File: config.mk
export PLATFORM = sky130hd
export DESIGN_NAME = hc161_ctrl
export DESIGN_NICKNAME = d
export VERILOG_FILES = /design/src/rtl/hc161_ctrl_pkg.sv /design/src/rtl/hc161_wrap_cnt.sv /design/src/rtl/hc161_ctrl.sv
export SDC_FILE = /design/constraint.sdc
export NUM_CORES = 1
export LEC_CHECK = 0
export BUFFER_PORTS_ARGS = -buffer_cell sky130_fd_sc_hd__buf_2
export CORE_ASPECT_RATIO = 0.7
export CORE_MARGIN = 2
export CORE_UTILIZATION = 44
export CTS_CLUSTER_DIAMETER = 100
export DETAILED_ROUTE_END_ITERATION = 8
export PLACE_DENSITY = 0.85
export RECOVER_POWER = 50
export SYNTH_ARGS = -nofsm -noshare
export SYNTH_HDL_FRONTEND = slang
export SYNTH_SLANG_ARGS = --single-unit
File: constraint.sdc
create_clock -name CLK -period 1.56 [get_ports CLK]
set_input_delay 0.156 -clock CLK [delete_from_list [all_inputs] [get_ports CLK]]
set_output_delay 0.156 -clock CLK [all_outputs]
set_load 0.02 [all_outputs]
File: src/rtl/hc161_ctrl_pkg.sv
// Shared types and defaults for the 74HC161 counter controller.
// Holds the controller state encoding and the default counter/tally widths.
package hc161_ctrl_pkg;

    localparam int unsigned DefaultWidth = 4;
    localparam int unsigned DefaultWrapW = 8;

    typedef enum logic [2:0] {
        StIdle,
        StLoad,
        StRun,
        StHold,
        StStep,
        StDone
    } state_e;

endpackage

File: src/rtl/hc161_wrap_cnt.sv
// Saturating period tally with synchronous clear.
// Stops at all-ones so a long free run never appears to restart from zero.
module hc161_wrap_cnt
    import hc161_ctrl_pkg::*;
#(
    parameter int unsigned Width = DefaultWrapW
) (
    input  logic             clk_i,
    input  logic             clr_i,
    input  logic             inc_i,
    output logic [Width-1:0] count_o
);

    logic [Width-1:0] count_d, count_q;

    always_comb begin
        count_d = count_q;
        if (inc_i && (count_q != {Width{1'b1}})) begin
            count_d = count_q + Width'(1);
        end
    end

    always_ff @(posedge clk_i) begin
        if (clr_i) begin
            count_q <= '0;
        end else begin
            count_q <= count_d;
        end
    end

    assign count_o = count_q;

endmodule

File: src/rtl/hc161_ctrl.sv
// Sequencer for an external 74HC161-style counter: load, run to a limit,
// reload or stop, with pause and single-step, and a tally of completed periods.
module hc161_ctrl
    import hc161_ctrl_pkg::*;
#(
    parameter int unsigned WIDTH  = DefaultWidth,
    parameter int unsigned WRAP_W = DefaultWrapW
) (
    input  logic              CLK,
    input  logic              CLR,
    input  logic              START,
    input  logic              STOP,
    input  logic              STEP,
    input  logic              ONESHOT,
    input  logic [WIDTH-1:0]  INIT,
    input  logic [WIDTH-1:0]  LIMIT,
    input  logic [WIDTH-1:0]  Q_IN,
    output logic              ENP,
    output logic              ENT,
    output logic              LD,
    output logic [WIDTH-1:0]  PRE,
    output logic              TC,
    output logic              BUSY,
    output logic [WRAP_W-1:0] WRAPS
);

    state_e           state_d, state_q;
    logic [WIDTH-1:0] init_d, init_q;
    logic [WIDTH-1:0] limit_d, limit_q;
    logic             at_limit;
    state_e           resume_st;

    assign at_limit  = (Q_IN == limit_q);
    // A step cycle behaves like run but always falls back to hold.
    assign resume_st = (state_q == StStep) ? StHold : StRun;

    always_comb begin
        state_d = state_q;
        init_d  = init_q;
        limit_d = limit_q;
        ENP     = 1'b0;
        ENT     = 1'b0;
        LD      = 1'b0;
        TC      = 1'b0;
        unique case (state_q)
            StIdle, StDone: begin
                if (START && !STOP) begin
                    init_d  = INIT;
                    limit_d = LIMIT;
                    state_d = StLoad;
                end
            end
            StLoad: begin
                LD      = 1'b1;
                state_d = STOP ? StHold : StRun;
            end
            StRun, StStep: begin
                if (STOP) begin
                    // Pause takes effect this cycle so the counter freezes in place.
                    ENT     = 1'b1;
                    state_d = StHold;
                end else if (at_limit) begin
                    TC = 1'b1;
                    if (ONESHOT) begin
                        state_d = StDone;
                    end else begin
                        LD      = 1'b1;
                        state_d = resume_st;
                    end
                end else begin
                    ENP     = 1'b1;
                    ENT     = 1'b1;
                    state_d = resume_st;
                end
            end
            StHold: begin
                ENT = 1'b1;
                if (!STOP) begin
                    if (START) begin
                        state_d = StRun;
                    end else if (STEP) begin
                        state_d = StStep;
                    end
                end
            end
            default: state_d = StIdle;
        endcase
    end

    always_ff @(posedge CLK) begin
        if (CLR) begin
            state_q <= StIdle;
            init_q  <= '0;
            limit_q <= '0;
        end else begin
            state_q <= state_d;
            init_q  <= init_d;
            limit_q <= limit_d;
        end
    end

    hc161_wrap_cnt #(
        .Width(WRAP_W)
    ) u_wrap_cnt (
        .clk_i  (CLK),
        .clr_i  (CLR),
        .inc_i  (TC),
        .count_o(WRAPS)
    );

    assign PRE  = init_q;
    assign BUSY = state_q inside {StLoad, StRun, StHold, StStep};

endmodule

==> results.tsv, run 1 <==
stage	metric	value	unit
synth	ys_ff_latch	19	
status	status	complete, but fails checks	
timing	fmax	524	MHz
synth	ys_seq_area_share	35.5	%
clock_network	cts_tree	yes	
worst_setup_path	crit_fanout	4	
timing	fin_hold_ws	0.0686	ns
die	io_pins	35	
global_routing	grt_max_degree	24	
global_routing	met2_usage	42.6	%
global_routing	overflow	0	
final_layout	utilization	77.5	%
detailed_routing	routedWlPerCell	17.8	microns
global_routing	track_usage	23.9	%
die	die_area	2850	sq um
synth	ys_async_sr_fraction	0	%
synth	syn_nets	150	
place	place_congestion	0.924	
clock_network	cts_root_buf	clkbuf_4	
detailed_routing	routed_wl	3930	microns
clock_network	htree_levels	1	
detailed_routing	num_vias	1296	
place	dp_hpwl	2180	microns
global_routing	met3_usage	8.48	%
final_layout	areaGrowthSynthToFinish	60.8	%
worst_setup_path	cp_data_required_time	1.40	ns
synth	yosysUniqueCellTypes	36	
clock_network	clkSlewWorstSetupHoldPaths	0.12	ns
power	finalPower	0.00215	W
timing	tightest_slew	0.426	ns
global_routing	globalRouteMet1Util	27.9	%
clock_network	cts_inserted_buffers	3	
global_routing	grt_pass1_vias	1168	
clock_network	cts_num_sinks	19	
worst_setup_path	critPathKind	reg2out	
hold_path	hp-class	in2reg	
final_layout	drive_gt1_share	51.3	%
detailed_routing	dr.first_iter.drc_count	102	
worst_setup_path	end_kind	output pin	
detailed_routing	drtPass1Iterations	4	
synth	netlist_instances	131	
final_layout	nNetsFinal	209	
global_routing	grt_pass1_wl	5160	microns
die	fp.coreArea	2220	sq um
die	die_height	45.3	microns
clock_network	clock_latency	0.32	ns
die	die-width	63.0	microns
synth	synth_edf_count	0	
status	failed_checks	setup timing	
synth	syn_area_per_cell	8.19	sq um
detailed_routing	drc	0	
global_routing	top_usage_layer	met2	
detailed_routing	detail-route-antenna-nets	0	
synth	syn_area	1070	sq um
timing	setup_violations	19	
timing	rsz0062_at_grt	yes	
place	portBuffers	34	
timing	finalCriticalPeriod	1.91	ns
run	drv_cap	0	
detailed_routing	vias_per_cell	5.86	
power	leakagePower	0.737	nW
timing	min_period_over_period	122	%
synth	synth_area_leader_cell	dfxtp_1	
worst_setup_path	worstPathArrival	1.75	ns
synth	yosysWarnings	0	
synth	ys_top_cells_by_area	dfxtp_1 35%, mux2i_1 8.4%, nor2_1 7.0%	
power	cellPowerDensity	1250	nW/um^2
final_layout	fillerInstances	146	
timing	drv_slew	0	
timing	hold_viol	0	
clock_network	cts_buffer_depth	2	
place	pre_cts_slack	-0.302	ns
final_layout	diodes	0	
global_routing	antenna_found_initial	0	
worst_setup_path	r2r_setup_slack	-0.26	ns
synth	ys.flop_type	dfxtp_1	
power	vdd_drop_max	0.678	mV
timing	skew	0.00297	ns
die	rows	14	
worst_setup_path	startpoint_type	register	
synth	synth.top_cell.area_share	35.5	%
timing	postLayoutSetupSlackWorst	-0.348	ns
timing	slew_headroom	71.6	%
die	initial_core_util	48.2	%
-- area by class of cell --
class / instances / area, sq um / share of cell area, %
clock inverters: 1 / 5.00 / 0.290
flip-flops and latches: 19 / 399 / 23.1
well taps: 32 / 40.0 / 2.32
multi-input cells: 103 / 825 / 47.8
clock buffers: 3 / 22.5 / 1.31
repair buffers: 62 / 429 / 24.9
inverters: 1 / 3.75 / 0.218
-- worst paths after layout --
check                                 from               endpoint  cells after the start
worst min register to register      PRE[3]                 PRE[3]                      2
worst max register to register  limit_q[1]  u_wrap_cnt.count_o[5]                      5
worst min-delay path               INIT[2]                 PRE[2]                      3
worst max-delay path            limit_q[1]                    ENT                      6
-- worst max-delay path: stages (launching register included) --
cell,delay [ns]
dfxtp_1,0.36
xnor2_1,0.26
nand4_1,0.23
buf_6,0.21
o21ai_4,0.14
o22ai_2,0.10
buf_6,0.14
-- cells in the final DEF (no fill, tap or decap), drive strengths merged, types with 2 or more instances in the layout --
master,instances
buf,55
clkbuf,10
or4,4
o31ai,3
o22ai,2
and4,2
nand3,4
nand4b,2
a21oi,4
nor2,20
mux2i,9
nor2b,4
xor2,3
xnor2,6
or2,2
nor3,5
nand4,4
o21ai,7
nand2,10
dfxtp,19
-- repair_timing --
item                                   4_1_cts  5_1_grt
resized for setup                           31       25
hold buffers                                 0        0
setup buffers                                4        1
setup endpoints to repair                   10       22
pin swaps                                    7        5
endpoints found under the hold margin        0        0
-- synth_stat cells (2+ instances only) --
cell type	instances
nor2_1	20
dfxtp_1	19
nand2_1	10
mux2i_1	9
clkbuf_1	6
xnor2_1	6
a21oi_1	4
nand3_1	4
nand4_1	4
nor2b_1	4
nor3_1	4
o21ai_1	4
or4_1	4
o21ai_0	3
o31ai_1	3
xor2_1	3
and4_1	2
nand4b_1	2
o22ai_1	2
or2_1	2
-- per-stage QoR --
step	cell area, sq um	setup TNS (ns)	cells
2_1_floorplan	1080	-0.0301	131
3_3_place_gp	1430	-0.214	212
3_5_place_dp	1430	-1.04	212
4_1_cts	1620	-1.32	220
5_1_grt	1720	-3.61	221
6_report	1720	-2.38	221
-- cells by family after synthesis --
logic type | synth area share, %
DFF | 35.5
adders and majority gates | 1.17
and+or+nand+nor | 30.3
xor gates and xnor gates | 7.35
muxes | 8.40
AOI/OAI and AO/OA | 13.3
buffers and inverters | 3.97
-- where the power goes --
group          switching (W)  leakage (nW)  internal [W]  total (W)
combinational       0.000665         0.559      0.000607    0.00127
clock               0.000182        0.0177     0.0000962   0.000278
sequential         0.0000530         0.160      0.000549   0.000602
total               0.000899         0.737       0.00125    0.00215
-- routing by layer --
metal | part of all wire, % | wire (microns)
met3 | 9.4 | 368
met5 | 0 | 0
met4 | 1.9 | 74
met1 | 39 | 1550
met2 | 49 | 1940
-- registers in the layout (all words and copies together), names as in the netlist --
| register | count |
|---|---|
| PRE | 4 |
| limit_q | 4 |
| state_q | 3 |
| u_wrap_cnt.count_o | 8 |
Note: power is estimated with default switching activity, not from simulation.
==> inputs of run 2 (changes only) <==
--- a/config.mk
+++ b/config.mk
@@ -5,13 +5,14 @@
 export SDC_FILE = /design/constraint.sdc
 export NUM_CORES = 1
 export LEC_CHECK = 0
+export ABC_AREA = 1
 export BUFFER_PORTS_ARGS = -buffer_cell sky130_fd_sc_hd__buf_2
 export CORE_ASPECT_RATIO = 0.7
 export CORE_MARGIN = 2
-export CORE_UTILIZATION = 44
+export CORE_UTILIZATION = 45
 export CTS_CLUSTER_DIAMETER = 100
 export DETAILED_ROUTE_END_ITERATION = 8
-export PLACE_DENSITY = 0.85
+export PLACE_DENSITY = 0.86
 export RECOVER_POWER = 50
 export SYNTH_ARGS = -nofsm -noshare
 export SYNTH_HDL_FRONTEND = slang
==> run 2 against run 1 <==
  * The flow still finishes with violations (setup timing)
  * Clock power decreased by 11%
  * Critical path depth unchanged
  * Global-route usage down 2.5 points
  * Sequential cell count unchanged
  * Sequential share of layout area up 0.52 points
  * Maximum frequency is 11% higher
  * Area after synthesis increased by 2.1%
  * Sequential power is 6.1% higher
  * Wire length down 1.5%
  * Critical path type unchanged
  * Largest cell class unchanged
==> results.tsv, run 2 <==
stage	metric	value	unit	change
worst_setup_path	rr_worst_depth	9		+4
worst_setup_path	end_kind	output pin		
detailed_routing	routedWlPerCell	15.5	microns	-13%
die	fp.coreArea	2220	sq um	unchanged
final_layout	nNetsFinal	238		+14%
clock_network	cts_buffer_depth	2		unchanged
synth	syn_nets	181		+21%
detailed_routing	vias_per_cell	5.35		-8.8%
timing	hold_viol	0		unchanged
worst_setup_path	crit_fanout	6		+2
global_routing	antenna_found_initial	0		unchanged
final_layout	diodes	0		unchanged
place	dp_hpwl	1910	microns	-13%
power	cellPowerDensity	1130	nW/um^2	-9.4%
power	vdd_drop_max	0.634	mV	-6.5%
status	failed_checks	setup timing		
clock_network	clkSlewWorstSetupHoldPaths	0.11	ns	about the same
timing	fmax	580	MHz	+11%
synth	yosysWarnings	0		unchanged
die	die_area	2850	sq um	-0.16%
clock_network	cts_inserted_buffers	3		unchanged
die	io_pins	35		unchanged
synth	syn_area	1090	sq um	+2.1%
clock_network	htree_levels	1		unchanged
final_layout	areaGrowthSynthToFinish	53.0	%	
final_layout	final_cell_mix	28 x nand2_1, 19 x buf_2, 15 x buf_4		
worst_setup_path	startpoint_type	register		
synth	yosysUniqueCellTypes	30		-17%
synth	synth_edf_count	0		unchanged
synth	synth.top_cell.area_share	34.7	%	-0.73 points
global_routing	grt_pass1_wl	4750	microns	-8.0%
die	rows	14		unchanged
clock_network	clock_latency	0.30	ns	-0.02 ns
detailed_routing	drc	0		unchanged
synth	synth_area_leader_cell	dfxtp_1		
synth	ys_ff_latch	19		unchanged
timing	setup_violations	8		-11
hold_path	min_from	INIT[0]		
timing	skew	0.00436	ns	+0.00139 ns
timing	finalCriticalPeriod	1.73	ns	-0.183 ns
detailed_routing	drtPass1Iterations	4		unchanged
worst_setup_path	r2r_setup_slack	-0.04	ns	+0.22 ns
synth	ys_async_sr_fraction	0	%	unchanged
global_routing	grt_pass1_vias	1121		-4.0%
final_layout	final_cells	250		+13%
clock_network	cts_tree	yes		
detailed_routing	num_vias	1337		+3.2%
synth	ys_seq_area_share	34.7	%	-0.73 points
run	drv_cap	0		unchanged
clock_network	cts_num_sinks	19		unchanged
detailed_routing	detail-route-antenna-nets	0		unchanged
timing	tightest_slew	0.357	ns	-0.0685 ns
synth	ys.flop_type	dfxtp_1		
clock_network	holdBufCountCts	0		unchanged
status	status	complete, but fails checks		
worst_setup_path	cp_data_required_time	1.40	ns	about the same
global_routing	overflow	0		unchanged
timing	min_period_over_period	111	%	-12 points
global_routing	track_usage	21.4	%	-2.5 points
place	portBuffers	34		unchanged
worst_setup_path	worstPathArrival	1.57	ns	-0.18 ns
final_layout	largest_reg_flops	8		unchanged
final_layout	final_common_cell	nand2_1		
die	die_height	45.3	microns	about the same
synth	netlist_top_cells_count	36 x nand2_1, 20 x inv_1, 20 x nor2_1		
timing	rsz0062_at_grt	yes		
timing	postLayoutSetupSlackWorst	-0.165	ns	+0.183 ns
clock_network	cts_root_buf	clkbuf_4		
place	post_dp_cell_area	1320	sq um	-8.0%
die	die-width	63.0	microns	about the same
final_layout	postLayoutCellArea	1680	sq um	-2.8%
place	place_congestion	0.915		-1.0%
die	initial_core_util	49.2	%	+1.0 points
synth	netlist_instances	162		+24%
hold_path	hp-class	in2reg		
synth	ys_top_cells_by_area	dfxtp_1 35%, nand2_1 12%, inv_1 6.9%		
place	dp_cells	229		+8.0%
timing	slew_headroom	76.1	%	+4.5 points
detailed_routing	routed_wl	3870	microns	-1.5%
synth	synth.most_common_cell	nand2_1		
global_routing	grt_max_degree	13		-46%
timing	fin_tns_setup	-0.452	ns	+1.93 ns
final_layout	fillerInstances	153		+4.8%
hold_path	min_to	PRE[0]		
worst_setup_path	critPathKind	reg2out		
synth	syn_area_per_cell	6.76	sq um	-17%
detailed_routing	dr.first_iter.drc_count	101		-0.98%
worst_setup_path	reg2reg_from	state_q[2]		
final_layout	drive_gt1_share	44.0	%	-7.3 points
hold_path	hold_depth	3		unchanged
power	leakagePower	0.769	nW	+4.4%
worst_setup_path	worst_r2r_endpoint	u_wrap_cnt.count_o[7]		
timing	drv_slew	0		unchanged
==> run 2: final cells by class <==
| type | count | area (sq um) | share of cell area [%] |
|---|---|---|---|
| Multi-Input combinational cell | 120 | 761 | 45.4 |
| Sequential cell | 19 | 397 | 23.7 |
| Inverter | 21 | 87.6 | 5.23 |
| Clock buffer | 3 | 22.5 | 1.34 |
| Tap cell | 32 | 40.0 | 2.39 |
| Clock inverter | 1 | 5.00 | 0.299 |
| Timing Repair Buffer | 54 | 363 | 21.7 |
==> run 2: report_power, final <==
part,leakage [nW],switching [W],total [W],internal (W)
combinational,0.593,0.000596,0.00101,0.000411
sequential,0.158,0.0000757,0.000639,0.000563
clock,0.0177,0.000153,0.000248,0.0000957
==> run 2: what timing repair did <==
item	CTS	global route
endpoints found under the setup margin	4	23
setup buffers	4	12
pin swaps	4	15
resized for setup	12	59
endpoints found under the hold margin	0	0
gates cloned	0	1
==> run 2: metrics by stage <==
stage	setup slack (ns)	hold slack [ns]	power, W	util (%)
after floorplan	0.0279	0.291	0.00107	-
after global placement	0.113	0.383	0.00122	59.1
after detailed placement	0.0764	0.393	0.00123	59.1
after CTS	-0.0564	0.0674	0.00153	63.4
after global routing	-0.242	0.108	0.00199	75.3
final	-0.165	0.0834	0.00189	75.3
==> run 2: worst max-delay path by stage <==
stage                                      from                    end  slack (ns)  depth (start not counted)
after floorplan           u_wrap_cnt.count_o[1]  u_wrap_cnt.count_o[3]        0.03                          8
after CTS                            limit_q[0]                     LD       -0.06                          7
after global routing                 state_q[2]                     LD       -0.24                          6
final                                state_q[2]                     LD       -0.17                          6
after detailed placement             state_q[0]             limit_q[2]        0.08                          7
after global placement    u_wrap_cnt.count_o[1]  u_wrap_cnt.count_o[3]        0.11                          8
==> run 2: critical path, cell delays in order (launching register included) <==
cell     delay, ns
dfxtp_4       0.39
nand2_4       0.09
inv_4         0.05
nor3_4        0.24
nand2_4       0.14
o31ai_4       0.21
buf_6         0.15
==> run 2: logic make-up (layout without fill, tap and decap cells) <==
family	count (synthesis)	after routing	synth area share [%]
simple gates	81	82	35.8
flops	19	19	34.7
xor+xnor	3	3	2.40
compound gates	34	34	16.9
buf+inv	24	79	9.03
fa+ha+maj	1	1	1.14
==> run 2: per-layer routing <==
layer / GRT usage, % / up-vias / routed length (microns)
met5: 0 / - / 0
met4: 13.3 / 0 / 115
met3: 4.49 / 14 / 326
met2: 33.6 / 74 / 1810
met1: 27.6 / 602 / 1620
li1: - / 647 / -
